### src/rtl/log_mem_rd_arbiter_pkg.sv
// Shared types and constants for the log memory read arbiter.
package log_mem_arb_pkg;

  localparam int NUM_SRC = 2;

  typedef logic [0:0] arb_src_id_t;

  localparam arb_src_id_t ARB_SRC_LOG_READER = 1'b0;
  localparam arb_src_id_t ARB_SRC_AUX        = 1'b1;

endpackage

### src/rtl/log_mem_rd_arbiter_if.sv
// Bundle of source-side and memory-side read channels around the arbiter.
// slave = arbiter view, master = environment (sources + memory) view.
interface log_mem_rd_arbiter_if #(
  parameter int ADDR_W          = 8,
  parameter int DATA_W          = 512,
  parameter int MAX_OUTSTANDING = 4
);
  import log_mem_arb_pkg::*;

  localparam int CNT_W = $clog2(MAX_OUTSTANDING) + 1;

  // Source side
  logic [NUM_SRC-1:0]             src_arb_rd_req_val;
  logic [NUM_SRC-1:0][ADDR_W-1:0] src_arb_rd_req_addr;
  logic [NUM_SRC-1:0]             arb_src_rd_req_rdy;
  logic [NUM_SRC-1:0]             arb_src_rd_resp_val;
  logic [DATA_W-1:0]              arb_src_rd_resp_data;
  logic [NUM_SRC-1:0]             src_arb_rd_resp_rdy;

  // Memory side
  logic                           arb_mem_rd_req_val;
  logic [ADDR_W-1:0]              arb_mem_rd_req_addr;
  logic                           mem_arb_rd_req_rdy;
  logic                           mem_arb_rd_resp_val;
  logic [DATA_W-1:0]              mem_arb_rd_resp_data;
  logic                           arb_mem_rd_resp_rdy;

  // Status
  logic [CNT_W-1:0]               outstanding_cnt;
  logic                           resp_err;

  modport slave (
    input  src_arb_rd_req_val, src_arb_rd_req_addr, src_arb_rd_resp_rdy,
           mem_arb_rd_req_rdy, mem_arb_rd_resp_val, mem_arb_rd_resp_data,
    output arb_src_rd_req_rdy, arb_src_rd_resp_val, arb_src_rd_resp_data,
           arb_mem_rd_req_val, arb_mem_rd_req_addr, arb_mem_rd_resp_rdy,
           outstanding_cnt, resp_err
  );

  modport master (
    output src_arb_rd_req_val, src_arb_rd_req_addr, src_arb_rd_resp_rdy,
           mem_arb_rd_req_rdy, mem_arb_rd_resp_val, mem_arb_rd_resp_data,
    input  arb_src_rd_req_rdy, arb_src_rd_resp_val, arb_src_rd_resp_data,
           arb_mem_rd_req_val, arb_mem_rd_req_addr, arb_mem_rd_resp_rdy,
           outstanding_cnt, resp_err
  );

endinterface

### src/rtl/log_mem_rd_tag_fifo.sv
// In-order tag FIFO: records which source issued each in-flight read.
// DEPTH must be a power of two so the pointers wrap naturally.
module log_mem_rd_tag_fifo #(
  parameter int DEPTH = 4,
  parameter int WIDTH = 1
) (
  input  logic                     clk,
  input  logic                     rst_n,
  input  logic                     push_i,
  input  logic [WIDTH-1:0]         push_data_i,
  input  logic                     pop_i,
  output logic [WIDTH-1:0]         head_o,
  output logic                     full_o,
  output logic                     empty_o,
  output logic [$clog2(DEPTH):0]   count_o
);

  localparam int PTR_W = $clog2(DEPTH);
  localparam int CNT_W = PTR_W + 1;

  logic [WIDTH-1:0] mem_q [DEPTH];
  logic [PTR_W-1:0] wr_ptr_q, wr_ptr_d;
  logic [PTR_W-1:0] rd_ptr_q, rd_ptr_d;
  logic [CNT_W-1:0] count_q, count_d;

  // Next-state for pointers and occupancy; push+pop together leaves count unchanged
  always_comb begin
    wr_ptr_d = wr_ptr_q;
    rd_ptr_d = rd_ptr_q;
    count_d  = count_q;
    if (push_i) wr_ptr_d = wr_ptr_q + PTR_W'(1);
    if (pop_i)  rd_ptr_d = rd_ptr_q + PTR_W'(1);
    case ({push_i, pop_i})
      2'b10:   count_d = count_q + CNT_W'(1);
      2'b01:   count_d = count_q - CNT_W'(1);
      default: count_d = count_q;
    endcase
  end

  // Control state register
  always_ff @(posedge clk or negedge rst_n) begin
    if (!rst_n) begin
      wr_ptr_q <= '0;
      rd_ptr_q <= '0;
      count_q  <= '0;
    end else begin
      wr_ptr_q <= wr_ptr_d;
      rd_ptr_q <= rd_ptr_d;
      count_q  <= count_d;
    end
  end

  // Tag storage; contents are only meaningful between push and pop
  always_ff @(posedge clk) begin
    if (push_i) mem_q[wr_ptr_q] <= push_data_i;
  end

  assign head_o  = mem_q[rd_ptr_q];
  assign full_o  = (count_q == CNT_W'(DEPTH));
  assign empty_o = (count_q == '0);
  assign count_o = count_q;

endmodule

### src/rtl/log_mem_rd_arbiter.sv
// Two-source read arbiter in front of one log memory read port.
// Source 0 = log reader, source 1 = auxiliary reader.
// Define LOG_MEM_RD_ARB_FIXED_PRIO_EN for strict priority to source 0;
// otherwise grants alternate round-robin.
module log_mem_rd_arbiter
  import log_mem_arb_pkg::*;
#(
  parameter int ADDR_W          = 8,
  parameter int DATA_W          = 512,
  parameter int MAX_OUTSTANDING = 4
) (
  input  logic                 clk,
  input  logic                 rst_n,
  log_mem_rd_arbiter_if.slave  arb_if
);

  localparam int CNT_W = $clog2(MAX_OUTSTANDING) + 1;

  arb_src_id_t        grant;
  logic               any_val;
  logic [ADDR_W-1:0]  req_addr;
  logic [NUM_SRC-1:0] req_rdy;
  logic               req_val;
  logic               push;
  logic               pop;
  logic [NUM_SRC-1:0] resp_val;
  logic               mem_resp_rdy;
  logic [DATA_W-1:0]  resp_data;

  arb_src_id_t        head;
  logic               fifo_full;
  logic               fifo_empty;
  logic [CNT_W-1:0]   fifo_count;

  logic               resp_err_q, resp_err_d;

`ifndef LOG_MEM_RD_ARB_FIXED_PRIO_EN
  arb_src_id_t        last_grant_q, last_grant_d;
`endif

  // Grant selection among valid sources
  always_comb begin
    any_val = |arb_if.src_arb_rd_req_val;
    grant   = ARB_SRC_LOG_READER;
`ifdef LOG_MEM_RD_ARB_FIXED_PRIO_EN
    if (!arb_if.src_arb_rd_req_val[ARB_SRC_LOG_READER]) grant = ARB_SRC_AUX;
`else
    if (&arb_if.src_arb_rd_req_val)                 grant = ~last_grant_q;
    else if (arb_if.src_arb_rd_req_val[ARB_SRC_AUX]) grant = ARB_SRC_AUX;
`endif
  end

  // Request path: forward granted source; a full tag FIFO blocks issue (no bypass)
  always_comb begin
    req_val  = any_val && !fifo_full;
    req_addr = arb_if.src_arb_rd_req_addr[grant];
    req_rdy  = '0;
    if (any_val) req_rdy[grant] = arb_if.mem_arb_rd_req_rdy && !fifo_full;
    push     = req_val && arb_if.mem_arb_rd_req_rdy;
  end

  // Response path: head tag steers the response; no response accepted when nothing is in flight
  always_comb begin
    resp_val = '0;
    if (!fifo_empty) resp_val[head] = arb_if.mem_arb_rd_resp_val;
    mem_resp_rdy = !fifo_empty && arb_if.src_arb_rd_resp_rdy[head];
    pop          = arb_if.mem_arb_rd_resp_val && mem_resp_rdy;
    resp_err_d   = resp_err_q || (arb_if.mem_arb_rd_resp_val && fifo_empty);
  end

`ifndef LOG_MEM_RD_ARB_FIXED_PRIO_EN
  // Remember last granted source; only a completed handshake moves it
  always_comb begin
    last_grant_d = last_grant_q;
    if (push) last_grant_d = grant;
  end

  // Round-robin pointer register; resets to source 1 so source 0 wins the first tie
  always_ff @(posedge clk or negedge rst_n) begin
    if (!rst_n) last_grant_q <= ARB_SRC_AUX;
    else        last_grant_q <= last_grant_d;
  end
`endif

  // Sticky error for a response arriving with no read in flight
  always_ff @(posedge clk or negedge rst_n) begin
    if (!rst_n) resp_err_q <= 1'b0;
    else        resp_err_q <= resp_err_d;
  end

  log_mem_rd_tag_fifo #(
    .DEPTH (MAX_OUTSTANDING),
    .WIDTH ($bits(arb_src_id_t))
  ) u_tag_fifo (
    .clk         (clk),
    .rst_n       (rst_n),
    .push_i      (push),
    .push_data_i (grant),
    .pop_i       (pop),
    .head_o      (head),
    .full_o      (fifo_full),
    .empty_o     (fifo_empty),
    .count_o     (fifo_count)
  );

  assign resp_data                   = arb_if.mem_arb_rd_resp_data;
  assign arb_if.arb_src_rd_resp_data = resp_data;
  assign arb_if.arb_src_rd_req_rdy   = req_rdy;
  assign arb_if.arb_src_rd_resp_val  = resp_val;
  assign arb_if.arb_mem_rd_req_val   = req_val;
  assign arb_if.arb_mem_rd_req_addr  = req_addr;
  assign arb_if.arb_mem_rd_resp_rdy  = mem_resp_rdy;
  assign arb_if.outstanding_cnt      = fifo_count;
  assign arb_if.resp_err             = resp_err_q;

endmodule

### src/flat_wrapper.sv
// flat-port wrapper written by rule: the top's interface ports become plain ports
module log_mem_rd_arbiter_flat import log_mem_arb_pkg::*;
#(
  parameter int ADDR_W          = 8,
  parameter int DATA_W          = 512,
  parameter int MAX_OUTSTANDING = 4
)
  (clk, rst_n, arb_if_src_arb_rd_req_val, arb_if_src_arb_rd_req_addr, arb_if_src_arb_rd_resp_rdy, arb_if_mem_arb_rd_req_rdy, arb_if_mem_arb_rd_resp_val, arb_if_mem_arb_rd_resp_data, arb_if_arb_src_rd_req_rdy, arb_if_arb_src_rd_resp_val, arb_if_arb_src_rd_resp_data, arb_if_arb_mem_rd_req_val, arb_if_arb_mem_rd_req_addr, arb_if_arb_mem_rd_resp_rdy, arb_if_outstanding_cnt, arb_if_resp_err);
  log_mem_rd_arbiter_if #(.ADDR_W(ADDR_W), .DATA_W(DATA_W), .MAX_OUTSTANDING(MAX_OUTSTANDING)) arb_if_i ();
  input  logic clk;
  input  logic rst_n;
  input wire logic [$bits(arb_if_i.src_arb_rd_req_val)-1:0] arb_if_src_arb_rd_req_val;
  input wire logic [$bits(arb_if_i.src_arb_rd_req_addr)-1:0] arb_if_src_arb_rd_req_addr;
  input wire logic [$bits(arb_if_i.src_arb_rd_resp_rdy)-1:0] arb_if_src_arb_rd_resp_rdy;
  input wire logic [$bits(arb_if_i.mem_arb_rd_req_rdy)-1:0] arb_if_mem_arb_rd_req_rdy;
  input wire logic [$bits(arb_if_i.mem_arb_rd_resp_val)-1:0] arb_if_mem_arb_rd_resp_val;
  input wire logic [$bits(arb_if_i.mem_arb_rd_resp_data)-1:0] arb_if_mem_arb_rd_resp_data;
  output wire logic [$bits(arb_if_i.arb_src_rd_req_rdy)-1:0] arb_if_arb_src_rd_req_rdy;
  output wire logic [$bits(arb_if_i.arb_src_rd_resp_val)-1:0] arb_if_arb_src_rd_resp_val;
  output wire logic [$bits(arb_if_i.arb_src_rd_resp_data)-1:0] arb_if_arb_src_rd_resp_data;
  output wire logic [$bits(arb_if_i.arb_mem_rd_req_val)-1:0] arb_if_arb_mem_rd_req_val;
  output wire logic [$bits(arb_if_i.arb_mem_rd_req_addr)-1:0] arb_if_arb_mem_rd_req_addr;
  output wire logic [$bits(arb_if_i.arb_mem_rd_resp_rdy)-1:0] arb_if_arb_mem_rd_resp_rdy;
  output wire logic [$bits(arb_if_i.outstanding_cnt)-1:0] arb_if_outstanding_cnt;
  output wire logic [$bits(arb_if_i.resp_err)-1:0] arb_if_resp_err;
  assign arb_if_i.src_arb_rd_req_val = arb_if_src_arb_rd_req_val;
  assign arb_if_i.src_arb_rd_req_addr = arb_if_src_arb_rd_req_addr;
  assign arb_if_i.src_arb_rd_resp_rdy = arb_if_src_arb_rd_resp_rdy;
  assign arb_if_i.mem_arb_rd_req_rdy = arb_if_mem_arb_rd_req_rdy;
  assign arb_if_i.mem_arb_rd_resp_val = arb_if_mem_arb_rd_resp_val;
  assign arb_if_i.mem_arb_rd_resp_data = arb_if_mem_arb_rd_resp_data;
  assign arb_if_arb_src_rd_req_rdy = arb_if_i.arb_src_rd_req_rdy;
  assign arb_if_arb_src_rd_resp_val = arb_if_i.arb_src_rd_resp_val;
  assign arb_if_arb_src_rd_resp_data = arb_if_i.arb_src_rd_resp_data;
  assign arb_if_arb_mem_rd_req_val = arb_if_i.arb_mem_rd_req_val;
  assign arb_if_arb_mem_rd_req_addr = arb_if_i.arb_mem_rd_req_addr;
  assign arb_if_arb_mem_rd_resp_rdy = arb_if_i.arb_mem_rd_resp_rdy;
  assign arb_if_outstanding_cnt = arb_if_i.outstanding_cnt;
  assign arb_if_resp_err = arb_if_i.resp_err;
  log_mem_rd_arbiter #(.ADDR_W(ADDR_W), .DATA_W(DATA_W), .MAX_OUTSTANDING(MAX_OUTSTANDING)) u_core (.clk(clk), .rst_n(rst_n), .arb_if(arb_if_i));
endmodule
### config.mk
export PLATFORM = sky130hd
export DESIGN_NAME = log_mem_rd_arbiter_flat
export DESIGN_NICKNAME = d
export VERILOG_FILES = /design/src/rtl/log_mem_rd_arbiter_pkg.sv /design/src/rtl/log_mem_rd_arbiter_if.sv /design/src/rtl/log_mem_rd_tag_fifo.sv /design/src/rtl/log_mem_rd_arbiter.sv /design/src/flat_wrapper.sv
export SDC_FILE = /design/constraint.sdc
export NUM_CORES = 1
export LEC_CHECK = 0
export CAP_MARGIN = 5
export CORE_AREA = 2 2 419 421
export CTS_BUF_LIST = sky130_fd_sc_hd__clkbuf_4 sky130_fd_sc_hd__clkbuf_8 sky130_fd_sc_hd__clkbuf_16
export DETAILED_ROUTE_END_ITERATION = 8
export DIE_AREA = 0 0 421 423
export PLACE_DENSITY_LB_ADDON = 0.05
export SLEW_MARGIN = 20
export SYNTH_ARGS = -nofsm -noshare
export SYNTH_HDL_FRONTEND = slang
export SYNTH_SLANG_ARGS = --single-unit
### constraint.sdc
create_clock -name clk -period 4.9 [get_ports clk]
set_input_delay 0.49 -clock clk [delete_from_list [all_inputs] [get_ports clk]]
set_output_delay 0.49 -clock clk [all_outputs]
set_load 0.01 [all_outputs]
# [After elaboration in Yosys (flattened, before gate mapping)]
# Memories as Yosys holds them, arrays and structs flattened.
# Cells that the tools add are included.
[word_totals] regBits=9 latch_bits=0 mem_bits_rw=4 romBits=0 wordCells=50 n_memories=1
[classes] addsub=4 multipliers=0 div=0 n_lt_le_gt_ge=4 eq_ne=3 n_shift=0 n_mux=15 bitwise_logic=3 n_reduce_logical=15
[memory_table] name="u_core.u_tag_fifo.mem_q" words=4 word_bits=1 read_ports=1 rd_ports_with_merged_regs=0 write_ports=1 line_no="log_mem_rd_tag_fifo.sv:21" source="logic [WIDTH-1:0] mem_q [DEPTH];"
[ops] op="two-way mux 8 bit" n=2
[ops] op="logical AND 1 bit" n=8
[ops] op="two-way mux 1 bit" n=8
[ops] op="one-hot mux 3 bit (2 select lines)" n=1
[ops] op="adder 2 x 1 -> 2 bit, second input constant" n=2
[ops] op="bitwise AND 2 bit" n=2
[ops] op="< comparator 1 x 2 -> 1 bit, second input constant" n=2
[ops] op="two-way mux 2 bit" n=2
[ops] op="adder 3 x 1 -> 3 bit, second input constant" n=1
[ops] op="== test 3 bit, second input constant" n=1
[ops] op="zero test 3 bit" n=1
[ops] op="subtractor 3 x 1 -> 3 bit, second input constant" n=1
[ops] op="demux 1 bit (select 1 bit)" n=2
[ops] op="== test 2 x 1 -> 1 bit, second input constant" n=1
[ops] op="== test 2 bit, second input constant" n=1
[ops] op="greater-or-equal comparator 1 bit, second input constant" n=2
[ops] op="zero test 1 bit" n=2
[ops] op="AND reduction 2 bit" n=1
[ops] op="nonzero test 2 bit" n=1
[ops] op="OR reduction 2 bit" n=1
[ops] op="logical OR 1 bit" n=1
[ops] op="NOT 1 bit" n=1

# [Longest topological paths before layout]
[depth] word_depth=8 mapped_depth=10 depth_no_buf=10

# [Modules after synthesis]
# A second synthesis with hierarchy kept.
[unflattened] hier_cells=582 hier_area_um2=4675.7
[by_module_without_submodules] mod="log_mem_rd_arbiter" instances=1 cells_each=541 area_per_inst_um2=4137.7
[by_module_without_submodules] mod="log_mem_rd_tag_fifo" instances=1 cells_each=41 area_per_inst_um2=538.0

# [Least setup slack after synthesis]
# OpenSTA, ideal clock, no wires.
[synth_timing] kind="register -> register" from="register u_core.u_tag_fifo.rd_ptr_q[1]" to="register u_core.u_tag_fifo.count_q[2], in the netlist u_core.u_tag_fifo.count_o[2]" setup_time_ns=0.079 t_arrival_ns=2.006 t_required_ns=4.821 path_slack_ns=2.815 stages_incl_launch_ff=11 path_buffers=0 synth_period_minus_slack_ns=2.085 cell_sequence="dfrtp_1 mux2i_1 mux2i_1 mux2i_1 nor2_1 ha_1 inv_1 fa_1 xor2_1 nor2_1 xor2_1"
[synth_between] elab_chain_len=7 word_cells_on_any_way=9 classes_between="eq/ne: 2; mux: 3; reduce/logical: 3; memory: 1"
[synth_rtl] item="start: declaration" line_no="log_mem_rd_tag_fifo.sv:23" source="logic [PTR_W-1:0] rd_ptr_q, rd_ptr_d;"
[synth_rtl] item="start signal: assignment" line_no="log_mem_rd_tag_fifo.sv:48" source="rd_ptr_q <= rd_ptr_d;"
[synth_rtl] item="memory read (4 x 1 bit) *"
[synth_rtl] item="two-way mux 1 bit (not written as such) * (2 in series)" line_no="log_mem_rd_arbiter.sv:66" source="mem_resp_rdy = !fifo_empty && arb_if.src_arb_rd_resp_rdy[head];"
[synth_rtl] item="logical AND 1 bit *" line_no="log_mem_rd_arbiter.sv:66"
[synth_rtl] item="logical AND 1 bit *" line_no="log_mem_rd_arbiter.sv:67" source="pop = arb_if.mem_arb_rd_resp_val && mem_resp_rdy;"
[synth_rtl] item="named net u_core.pop" line_no="log_mem_rd_arbiter.sv:25" source="logic pop;"
[synth_rtl] item="== test 2 x 1 -> 1 bit / == test 2 bit (equally long branches)" line_no="log_mem_rd_tag_fifo.sv:33" source="case ({push_i, pop_i})"
[synth_rtl] item="one-hot mux 3 bit (2 select lines) / nonzero test 2 bit (equally long branches)"
[synth_rtl] item="end signal: assignment" line_no="log_mem_rd_tag_fifo.sv:49" source="count_q <= count_d;"
[synth_rtl] item="end: declaration" line_no="log_mem_rd_tag_fifo.sv:24" source="logic [CNT_W-1:0] count_q, count_d;"
# The timed path passes the listed nets; every way through them passes the cells marked *. The select of a mux whose other input is x is not followed.
# A chain may end at the register's enable or synchronous reset.

# [Final worst setup path]
[layout_timing] from="input port arb_if_src_arb_rd_req_val[1]" to="output port arb_if_arb_mem_rd_req_addr[6]"
[layout_between] elab_chain_len=4 word_cells_on_any_way=5 classes_between="mux: 4; reduce/logical: 1"
[layout_rtl] item="start: declaration" line_no="flat_wrapper.sv:12" source="input wire logic [$bits(arb_if_i.src_arb_rd_req_val)-1:0] arb_if_src_arb_rd_req_val;"
[layout_rtl] item="two-way mux 1 bit / AND reduction 2 bit (equally long branches)" line_no="log_mem_rd_arbiter.sv:49, log_mem_rd_arbiter.sv:48"
[layout_rtl] item="two-way mux 1 bit *" line_no="log_mem_rd_arbiter.sv:48" source="if (&arb_if.src_arb_rd_req_val) grant = ~last_grant_q;"
[layout_rtl] item="two-way mux 8 bit (not written as such) * (2 in series)" line_no="log_mem_rd_arbiter.sv:56" source="req_addr = arb_if.src_arb_rd_req_addr[grant];"
[layout_rtl] item="end: declaration" line_no="flat_wrapper.sv:22" source="output wire logic [$bits(arb_if_i.arb_mem_rd_req_addr)-1:0] arb_if_arb_mem_rd_req_addr;"
# Every way passes the cells marked *; elsewhere a longest branch is shown, timed or not. The select of a mux whose other input is x is not followed.

==> parameters.txt <==
Parameter                              Value

Run status
  Result of the run ... completed

Logic synthesis
  Cell taking the most area after synthesis ... sky130_fd_sc_hd__buf_4
  Commonest register cell after synthesis ... sky130_fd_sc_hd__dfrtp_1
  Area contributors post-synth ... sky130_fd_sc_hd__buf_4 (82%), sky130_fd_sc_hd__dfrtp_1 (4.3%), sky130_fd_sc_hd__edfxtp_1 (2.6%)
  Portion of synthesized cell area occupied by the leading cell type ... 82.36%
  Post-synthesis area per instance ... 8.019 µm²
  Synthesized instance count ... 582
  Count of cell types in the netlist ... 24
  Number of storage elements in the synthesis netlist ... 13
  Netlist Area Pre-Place ... 4667 µm²
  Number of warning messages in the yosys log ... 0
  Async set-or-reset flop fraction in the synthesized netlist ... 69.23%
  Sequential element share of the synthesized area ... 7.426%
  Number of nets in the synthesized netlist ... 1124
  Post-synth EDFFs ... 4

Critical path
  Data arrival time of the critical path ... 2.65 ns
  Launching element type of the critical path ... input port
  CP Cell Sequence ... clkdlybuf4s50_1 > a21boi_1 > buf_4 > mux2_2 > clkdlybuf4s50_1
  Required time of the worst setup path ... 4.41 ns
  Count of buffering cells on the critical path with inverters included ... 3
  Sort of element at the end of the critical path ... output pin
  Critical path class ... input port to output pin
  Cell with the largest stage delay on the worst path ... sky130_fd_sc_hd__a21boi_1
  Critical R2R Launch ... u_core.u_tag_fifo.rd_ptr_q[1]
  Worst reg2reg path endpoint ... u_core.u_tag_fifo.count_o[2]
  Dominant delay contributor by cell family on the critical path ... buffers and inverters
  CP max stage delay ... 0.51 ns
  Setup slack, reg-to-reg ... 2.27 ns
  Library cell appearing most often on the critical path ... sky130_fd_sc_hd__clkdlybuf4s50_1
  Worst reg2reg path depth ... 10
  Worst-path maximum fanout ... 9

Hold path
  Sink of the worst hold path ... u_core.arb_if.resp_err
  Path type of the worst min-delay path ... flip-flop to flip-flop
  Worst Hold Launch ... u_core.arb_if.resp_err
  Worst hold path cell count ... 1

Drt
  Overall via count from detail_route ... 1498
  Routed wire length per instance ... 8.278 µm
  Initial detailed-routing violation count ... 71
  Number of optimization iterations in the first detailed-route pass ... 3
  Number of vias per cell after detailed routing ... 0.6139
  Count of antenna-violating nets left after detailed routing ... 0
  Routed wire length ... 20200 µm
  Post-route DRC violation count ... 0

Clock network
  CTS clock-pin slew for the worst setup and hold paths ... 0.05 ns
  Count of hold-fix buffers inserted at cts ... 0
  Post-cts repair resize count ... 0
  Clock network latency to the later pin of the worst-skew pair ... 0.25 ns
  Post-CTS Setup Bufs ... 0
  Number of CTS-inserted buffers ... 3
  Clock root buffer master ... sky130_fd_sc_hd__clkbuf_16
  Maximum buffer depth of the clock tree ... 2
  CTS sink cnt ... 13
  TritonCTS clock tree ... yes
  # H-tree levels ... 1

Global route
  Global Route Usage Sum ... 2.106%
  Vias in the first global route ... 1736
  Number of antenna violations at the first check in global routing ... 0
  Maximum number of pins on one net before global-route repair ... 10
  Global-route wire length before repair ... 23810 µm
  Leftover overflow at the end of global routing ... 0

Timing
  Final worst path period need ... 3.143 ns
  Worst Skew ... 0.001494 ns
  Maximum clock frequency ... 318.1 MHz
  RSZ-0062 raised after global routing ... false
  Final setup viols ... 0
  Final Max Slew Viols ... 0
  Final Cycle Share ... 64.15%
  Max transition margin ... 57.50%
  Total Negative Setup Slacks ... 0 ns
  Hold violation count in the final report ... 0
  Pin slew with the least headroom to its limit ... 0.6326 ns

Finish
  Filler-free cell count of the finished design ... 2440
  Synth-to-layout area growth ... -9.410%
  Number of diodes added for antenna fixing ... 0
  Post-route design area ... 4228 µm²
  Total number of nets in the final design ... 658
  FILL cells ... 20.68k
  Share of layout cells above drive strength 1 ... 18.26%

Floorplanning
  Initial Utilization ... 2.694%
  Die outline area ... 178100 µm²
  DIE WIDTH ... 421 µm
  Boundary Pins ... 1066
  Site Rows ... 153
  Core region area ... 173200 µm²
  Die extent in y ... 423 µm

Placed design
  Routability Congestion ... 0.5407
  I/O Buffers ... 41
  Placed wire-length estimate ... 17470 µm
  Placed Cells ... 2436
  Area after DPL ... 4145 µm²

Pwr
  Worst vdd ir ... 0.00006812 V
  Pwr Density ... 175.0 nW/µm²
  Standby leakage power ... 0.0005903 µW

Run
  Max Cap Viol ... 0
## power by group
part           internal, µW  leakage, µW  switching [µW]
Sequential              160     0.000139            44.1
Combinational           177     0.000410             186
Clock                   116    0.0000416            57.7
## cell usage after synthesis, drive strengths merged, types with 2 or more instances
cell type and instances:
and3 5, xnor2 2, nor2 7, a21o 2, mux2i 7, ha 5
dfrtp 8, xor2 3, inv 7, mux2 9, edfxtp 4, buf 513
## layout make-up
cell class	count	area (µm²)	area share, %
clock buffers	4	82.58	1.953
repair buffers	42	417.9	9.885
multi-input cells	49	445.4	10.54
flip-flops and latches	13	346.6	8.198
inverters	7	26.28	0.6215
well taps	2325	2909	68.81
## through the flow
step	power [µW]	setup slack, ns	hold slack [ns]	utilization [%]
floorplan	809.8	2.815	0.1944	-
global placement	591.4	1.716	0.4708	2.393
detailed placement	582.7	1.680	0.4732	2.393
CTS	769.0	1.666	0.4824	2.440
global route	797.7	1.629	0.5000	2.440
finish	739.9	1.757	0.4639	2.440
## placed cells by master, fill, tap and decap left out, types with 3 or more instances in the layout
cell,synthesis,routed
sky130_fd_sc_hd__clkdlybuf4s50_1,0,41
sky130_fd_sc_hd__mux2_2,9,9
sky130_fd_sc_hd__dfrtp_1,8,8
sky130_fd_sc_hd__mux2i_1,7,7
sky130_fd_sc_hd__nor2_1,7,7
sky130_fd_sc_hd__inv_1,5,5
sky130_fd_sc_hd__and3_1,5,5
sky130_fd_sc_hd__ha_1,5,5
sky130_fd_sc_hd__edfxtp_1,4,4
sky130_fd_sc_hd__xor2_1,3,3
sky130_fd_sc_hd__clkbuf_16,0,3
## routing by layer
metal	routed length (µm)	global-route usage, %	vias up
met1	5098	1.481	555
met5	320	1.478	-
met3	6826	3.499	133
met2	6567	2.130	469
li1	-	-	333
met4	1385	1.595	8
## cells by family after synthesis
| family | synth area share, % |
|---|---|
| compound gates | 1.206 |
| buf+inv | 83.03 |
| fa+ha+maj | 1.769 |
| mux | 3.673 |
| flops | 7.426 |
| xor+xnor | 0.9385 |
| simple gates | 1.957 |
## registers in the layout (all words and copies together), names as in the netlist
register / flops
u_core.u_tag_fifo.mem_q: 4
u_core.u_tag_fifo.count_o: 3
u_core.u_tag_fifo.rd_ptr_q: 2
u_core.u_tag_fifo.wr_ptr_q: 2
u_core.arb_if.resp_err: 1
u_core.last_grant_q: 1
## how the worst max path moves through the flow
stage / slack [ns] / startpoint / endpoint / depth (start not counted)
detailed placement: 1.68 / arb_if_src_arb_rd_req_val[1] / arb_if_arb_mem_rd_req_addr[6] / 5
CTS: 1.67 / arb_if_src_arb_rd_req_val[1] / arb_if_arb_mem_rd_req_addr[6] / 5
global placement: 1.72 / arb_if_src_arb_rd_req_val[1] / arb_if_arb_mem_rd_req_addr[0] / 5
finish: 1.76 / arb_if_src_arb_rd_req_val[1] / arb_if_arb_mem_rd_req_addr[6] / 5
global route: 1.63 / arb_if_src_arb_rd_req_val[1] / arb_if_arb_mem_rd_req_addr[6] / 5
floorplan: 2.81 / u_core.u_tag_fifo.rd_ptr_q[1] / u_core.u_tag_fifo.count_o[2] / 10
Note: power is estimated with default switching activity, not from simulation.
